**config.mk**
```make
export PLATFORM = sky130hd
export DESIGN_NAME = ahb_bridge_beat_sequencer
export DESIGN_NICKNAME = d
export VERILOG_FILES = /design/src/rtl/ahb_bridge_beat_sequencer.sv
export SDC_FILE = /design/constraint.sdc
export NUM_CORES = 1
export LEC_CHECK = 0
export ABC_AREA = 1
export CAP_MARGIN = 20
export CORE_ASPECT_RATIO = 1.5
export CORE_MARGIN = 1
export CORE_UTILIZATION = 54
export DETAILED_ROUTE_END_ITERATION = 12
export HOLD_SLACK_MARGIN = 0.15
export PLACE_DENSITY = 0.87
export SLEW_MARGIN = 20
export SYNTH_ARGS = -nofsm -noshare
export SYNTH_HDL_FRONTEND = slang
export SYNTH_SLANG_ARGS = --single-unit
```
**constraint.sdc**
```tcl
create_clock -name HCLK -period 2.5 [get_ports HCLK]
set_input_delay 0.5 -clock HCLK [delete_from_list [all_inputs] [get_ports HCLK]]
set_output_delay 0.5 -clock HCLK [all_outputs]
set_load 0.01 [all_outputs]
```
**src/rtl/ahb_bridge_beat_sequencer.sv**
```systemverilog
// ahb_bridge_beat_sequencer
//   Breaks one AHB-side transfer of 1..32 bytes into single-byte beats on a
//   narrow downstream port. Writes go out LSB-first from the registered
//   HWDATA; read bytes are gathered lane by lane into RDATA. Only one
//   transfer is in flight: a new request is taken only while idle.
//   Sizes larger than the data path finish immediately with ERROR and
//   issue no beats.

module ahb_bridge_beat_sequencer #(
  parameter int ADDR_W = 32,
  parameter int DATA_W = 32
) (
  input  logic              HCLK,
  input  logic              HRESETn,
  input  logic              REQ_VALID,
  output logic              REQ_READY,
  input  logic [2:0]        REQ_HSIZES,
  input  logic [ADDR_W-1:0] REQ_HADDR,
  input  logic              REQ_HWRITE,
  input  logic [DATA_W-1:0] REQ_HWDATA,
  output logic              BEAT_VALID,
  input  logic              BEAT_READY,
  output logic [ADDR_W-1:0] BEAT_ADDR,
  output logic              BEAT_WRITE,
  output logic [7:0]        BEAT_WDATA,
  input  logic [7:0]        BEAT_RDATA,
  output logic              BUSY,
  output logic              DONE,
  output logic              ERROR,
  output logic [DATA_W-1:0] RDATA
);

  // Number of byte lanes in the full-width data path.
  localparam int         LANES   = DATA_W / 8;
  localparam logic [6:0] LANES_W = 7'(LANES);

  // Controller states.
  localparam logic [1:0] S_IDLE = 2'd0;
  localparam logic [1:0] S_BEAT = 2'd1;
  localparam logic [1:0] S_RESP = 2'd2;

  // State and captured request.
  logic [1:0]        r_state;
  logic [ADDR_W-1:0] r_addr;      // address of the beat currently presented
  logic              r_write;     // direction captured at accept
  logic [DATA_W-1:0] r_wdata;     // write data, shifted down one byte per beat
  logic [5:0]        r_cnt;       // index of the beat currently presented
  logic [5:0]        r_last;      // index of the final beat (N-1)
  logic              r_err;       // captured size error, reported in RESP
  logic [DATA_W-1:0] r_rdata;     // read assembly register

  // Decoded request / handshake terms.
  logic [5:0]        w_req_nbytes;
  logic              w_req_fits;
  logic              w_accept;
  logic              w_beat_done;
  logic              w_last_beat;
  logic [LANES-1:0]  w_lane_wr;

  // Map the AHB size code to a byte count; reserved codes behave as one byte.
  always_comb begin
    w_req_nbytes = 6'd1;
    case (REQ_HSIZES)
      3'b000:  w_req_nbytes = 6'd1;
      3'b001:  w_req_nbytes = 6'd2;
      3'b010:  w_req_nbytes = 6'd4;
      3'b011:  w_req_nbytes = 6'd8;
      3'b100:  w_req_nbytes = 6'd16;
      3'b101:  w_req_nbytes = 6'd32;
      default: w_req_nbytes = 6'd1;
    endcase
  end

  // Transfer is legal only if every byte has a lane in RDATA/HWDATA.
  assign w_req_fits  = ({1'b0, w_req_nbytes} <= LANES_W);
  assign w_accept    = REQ_VALID && (r_state == S_IDLE);
  assign w_beat_done = (r_state == S_BEAT) && BEAT_READY;
  assign w_last_beat = (r_cnt == r_last);

  // Main controller: capture on accept, step one byte per completed beat.
  always_ff @(posedge HCLK or negedge HRESETn) begin
    if (!HRESETn) begin
      r_state <= S_IDLE;
      r_addr  <= '0;
      r_write <= 1'b0;
      r_wdata <= '0;
      r_cnt   <= '0;
      r_last  <= '0;
      r_err   <= 1'b0;
    end else begin
      case (r_state)
        S_IDLE: begin
          if (w_accept) begin
            r_addr  <= REQ_HADDR;
            r_write <= REQ_HWRITE;
            r_wdata <= REQ_HWDATA;
            r_cnt   <= '0;
            r_last  <= w_req_nbytes - 6'd1;
            r_err   <= !w_req_fits;
            r_state <= w_req_fits ? S_BEAT : S_RESP;
          end
        end
        S_BEAT: begin
          if (w_beat_done) begin
            if (w_last_beat) begin
              r_state <= S_RESP;
            end else begin
              r_cnt   <= r_cnt + 6'd1;
              r_addr  <= r_addr + 1'b1;   // wraps modulo 2^ADDR_W
              r_wdata <= r_wdata >> 8;
            end
          end
        end
        S_RESP: begin
          r_state <= S_IDLE;
        end
        default: begin
          r_state <= S_IDLE;
        end
      endcase
    end
  end

  // Per-lane read capture: lane gi is written by read beat number gi,
  // and every lane is cleared when a new read is accepted.
  generate
    for (genvar gi = 0; gi < LANES; gi++) begin : g_lane
      assign w_lane_wr[gi] = w_beat_done && !r_write && (r_cnt == 6'(gi));

      // Read-data byte lane gi.
      always_ff @(posedge HCLK or negedge HRESETn) begin
        if (!HRESETn) begin
          r_rdata[8*gi +: 8] <= 8'h00;
        end else if (w_accept && !REQ_HWRITE) begin
          r_rdata[8*gi +: 8] <= 8'h00;
        end else if (w_lane_wr[gi]) begin
          r_rdata[8*gi +: 8] <= BEAT_RDATA;
        end
      end
    end
  endgenerate

  // Outputs are decoded straight from the registered state.
  assign REQ_READY  = (r_state == S_IDLE);
  assign BUSY       = (r_state != S_IDLE);
  assign BEAT_VALID = (r_state == S_BEAT);
  assign BEAT_ADDR  = r_addr;
  assign BEAT_WRITE = (r_state == S_BEAT) && r_write;
  assign BEAT_WDATA = ((r_state == S_BEAT) && r_write) ? r_wdata[7:0] : 8'h00;
  assign DONE       = (r_state == S_RESP);
  assign ERROR      = (r_state == S_RESP) && r_err;
  assign RDATA      = r_rdata;

endmodule
```
==> metrics <==
status=completed; cell accounting for the most synthesized area=dfrtp_1; CP Launch Type=flop; clk_lat worst skew=340 ps; arrival time at the worst endpoint=1850 ps; power share of the combinational group=a little over half; Setup violations, final=0; Period minus WS final=2347 ps; required time worst endpoint=2000 ps; vias in the first global route=6040; Synth Flop Type=dfrtp_1; die area=12080 sq um; CTS tree=built; clk root buf=clkbuf_16; drt first-iter violations=roughly 340; worst min path class=input port to asynchronous set/reset pin; syn nets=951; pin count of the biggest net entering global routing=72; post-synthesis mux area share=0%; yosys warns=0; Post-DRT Antenna Nets=0; GP Congestion=between 0.9 and 1; VDD IR max=0.8518 mV; port buffer count=157; Final #Nets=1102; drt total wl=about 16000 um; Post-Synth Simple-Gate Area=33.29%; Area contributors post-synth=dfrtp_1 (45%), nand2_1 (20%), inv_1 (5.1%); worst-path fanout max=8; GRT overflow=0; CORE AREA=11170 sq um; vias per cell=5.139; DR vias=6008; DRC viols=0; htree depth=3; Bufs on Longest Clock Path=2; Worst Skew=about 11 ps; Pwr Density=between 1000 and 1500 nW/um^2; row cnt=47; Final Hold Vio Count=0; cts bufs inserted=9; hpwl dp=~12000 um; routed len/inst=14.08 um; Peak Freq=~430 MHz; Clk network pwr share=14.1%; compound-cell area share of the yosys netlist=a little under an eighth; area delta synth->final=32.09%; drt pass-1 iters=4; PnR worst setup slack=roughly 150 ps; Die Ht=134.1 um; Post-synth ARST share=100.0%; Initial Utilization=a little under three fifths; worst slew pin tran=slightly below 700 ps; leakage power=around 0.0038 uW; global-route wire length before repair=~28000 um; Synth Register Bits=112; Setup Buffers After CTS=0; post-synthesis cell type count=31; die width=90.09 um; Total Routing Usage GR=28.43%; Slew Limit Fails=0; # hold bufs at CTS=0; Rel. slew slack=55.10%; initial antenna violation count=0; synthesized cell area=6285 sq um; Seq/Total Area, Yosys=44.59%; RSZ-0062 raised after global routing=no; share of cells above drive strength 1=9.198%; Crit. End Element=output pin; synthesized instance count=866; xor/xnor share of the synthesized area=1.254%; Worst-path clk slew=70 ps; largest family of logic cells by synthesized area=simple AND/OR/NAND/NOR gates; Synth top cells by count=nand2_1 (329), dfrtp_1 (112), inv_1 (85); Avg Inst Size Synth=7.257 sq um; dpl ws=319.6 ps; Flop pwr share=32.4%; CP Class=flop to output pin; EDFF count, synth=0; Yosys top cell area share=44.59%; top-count cell post-synth=nand2_1; final worst path period share=between 90% and 100%; Ports=158; Post-Synth Adder-Cell Area=0.9954%; Sw Share=43.82%; sw power=~4400 uW; Ant. Diodes=0; CTS sink cnt=about 110; Int Power=between 5000 and 6000 uW; Sum Neg Setup Slack=0 ps; Max Cap Viol=0
[sequential cells by signal, summed over array words and instances (netlist names)]
signal,count
BEAT_ADDR,32
RDATA,32
r_cnt,6
r_err,1
r_last,6
r_state,2
r_wdata,32
r_write,1
[area by class of cell]
type	count	area, sq um
clock inverter	6	61.31
sequential	112	2803
clock buffer	10	239.0
multi-input combinational	634	2965
tap	147	183.9
fill	873	2872
timing repair buffer	171	1715
inverter	89	334.1
[critical path, cell delays in order (launching register included)]
cell and delay (ps):
dfrtp_1 430, nor2_4 140, inv_2 60, nor2_4 120, inv_2 90, nor2_1 110
clkdlybuf4s50_1 550
[through the flow]
stage | hold WS, ps | cells | utilization, % | cell area [sq um] | power [uW]
floorplan | 204.4 | 866 | - | 6285 | 6624
global placement | 459.9 | 1153 | 71.51 | 7990 | 8531
detailed placement | 469.1 | 1153 | 71.51 | 7990 | 8693
CTS | 152.0 | 1169 | 74.22 | 8293 | 10160
global route | 170.6 | 1169 | 74.30 | 8302 | 10990
finish | 136.5 | 1169 | 74.30 | 8302 | 10120
[final timing paths]
kind / startpoint / endpoint / slack [ps] / cells after the start
setup / recovery: r_state[1] / BEAT_WDATA[1] / 150 / 6
hold / removal: HRESETn / BEAT_ADDR[27] / 140 / 1
setup reg to reg: r_state[1] / RDATA[11] / 510 / 8
hold reg to reg: r_wdata[31] / r_wdata[31] / 480 / 2
max in group asynchronous: HRESETn / BEAT_ADDR[16] / 1730 / 2
min in group HCLK: r_wdata[31] / r_wdata[31] / 480 / 2
[metal layers]
layer  global-route usage [%]  routed length, um  vias to the layer above
li1                         -                  -                     3016
met1                    32.10               6192                     2769
met2                    50.76               8736                      184
met3                    6.179                916                       39
met4                    13.71                612                        0
met5                        0                  0                        -
[cells by family after synthesis]
group,count (synthesis)
adder cells (fa/ha/maj),5
AO/OA/AOI/OAI,124
AND/OR/NAND/NOR,496
flip-flops,112
buffers and inverters,120
XOR/XNOR,9
[power by group through the flow]
stage	Sequential, uW	Clock, uW	Combinational (uW)
2_1_floorplan	3350	0	3270
3_3_place_gp	3280	0	5250
3_5_place_dp	3300	0	5400
4_1_cts	3280	1450	5430
5_1_grt	3390	1520	6070
6_report	3280	1430	5410
[placed cells by master (no fill, tap or decap), types with 2 or more instances in the layout]
master,netlist,routed
xor2_1,7,7
nand2_1,329,329
clkbuf_16,0,9
inv_6,0,2
o21ai_1,50,50
inv_2,4,5
inv_1,85,84
nand2_2,2,2
nor2_1,81,80
buf_12,0,3
nand3b_1,4,4
nor2_4,4,5
or2_2,13,13
a21oi_1,3,3
o21ai_2,21,21
nand4_1,3,3
o21bai_1,2,2
nor2_2,2,2
xnor2_1,2,2
ha_1,5,5
nand3_1,45,45
a21oi_2,4,4
buf_4,0,11
clkdlybuf4s50_1,0,156
dfrtp_1,112,112
o21ai_0,42,42
nand3_2,10,10
[timing repair]
item | in CTS | in global routing
cloned | 0 | 0
gates resized for setup | 1 | 3
setup endpoints to repair | 8 | 9
pin swaps | 0 | 0
No activity file was read; power rests on OpenSTA's default activity.
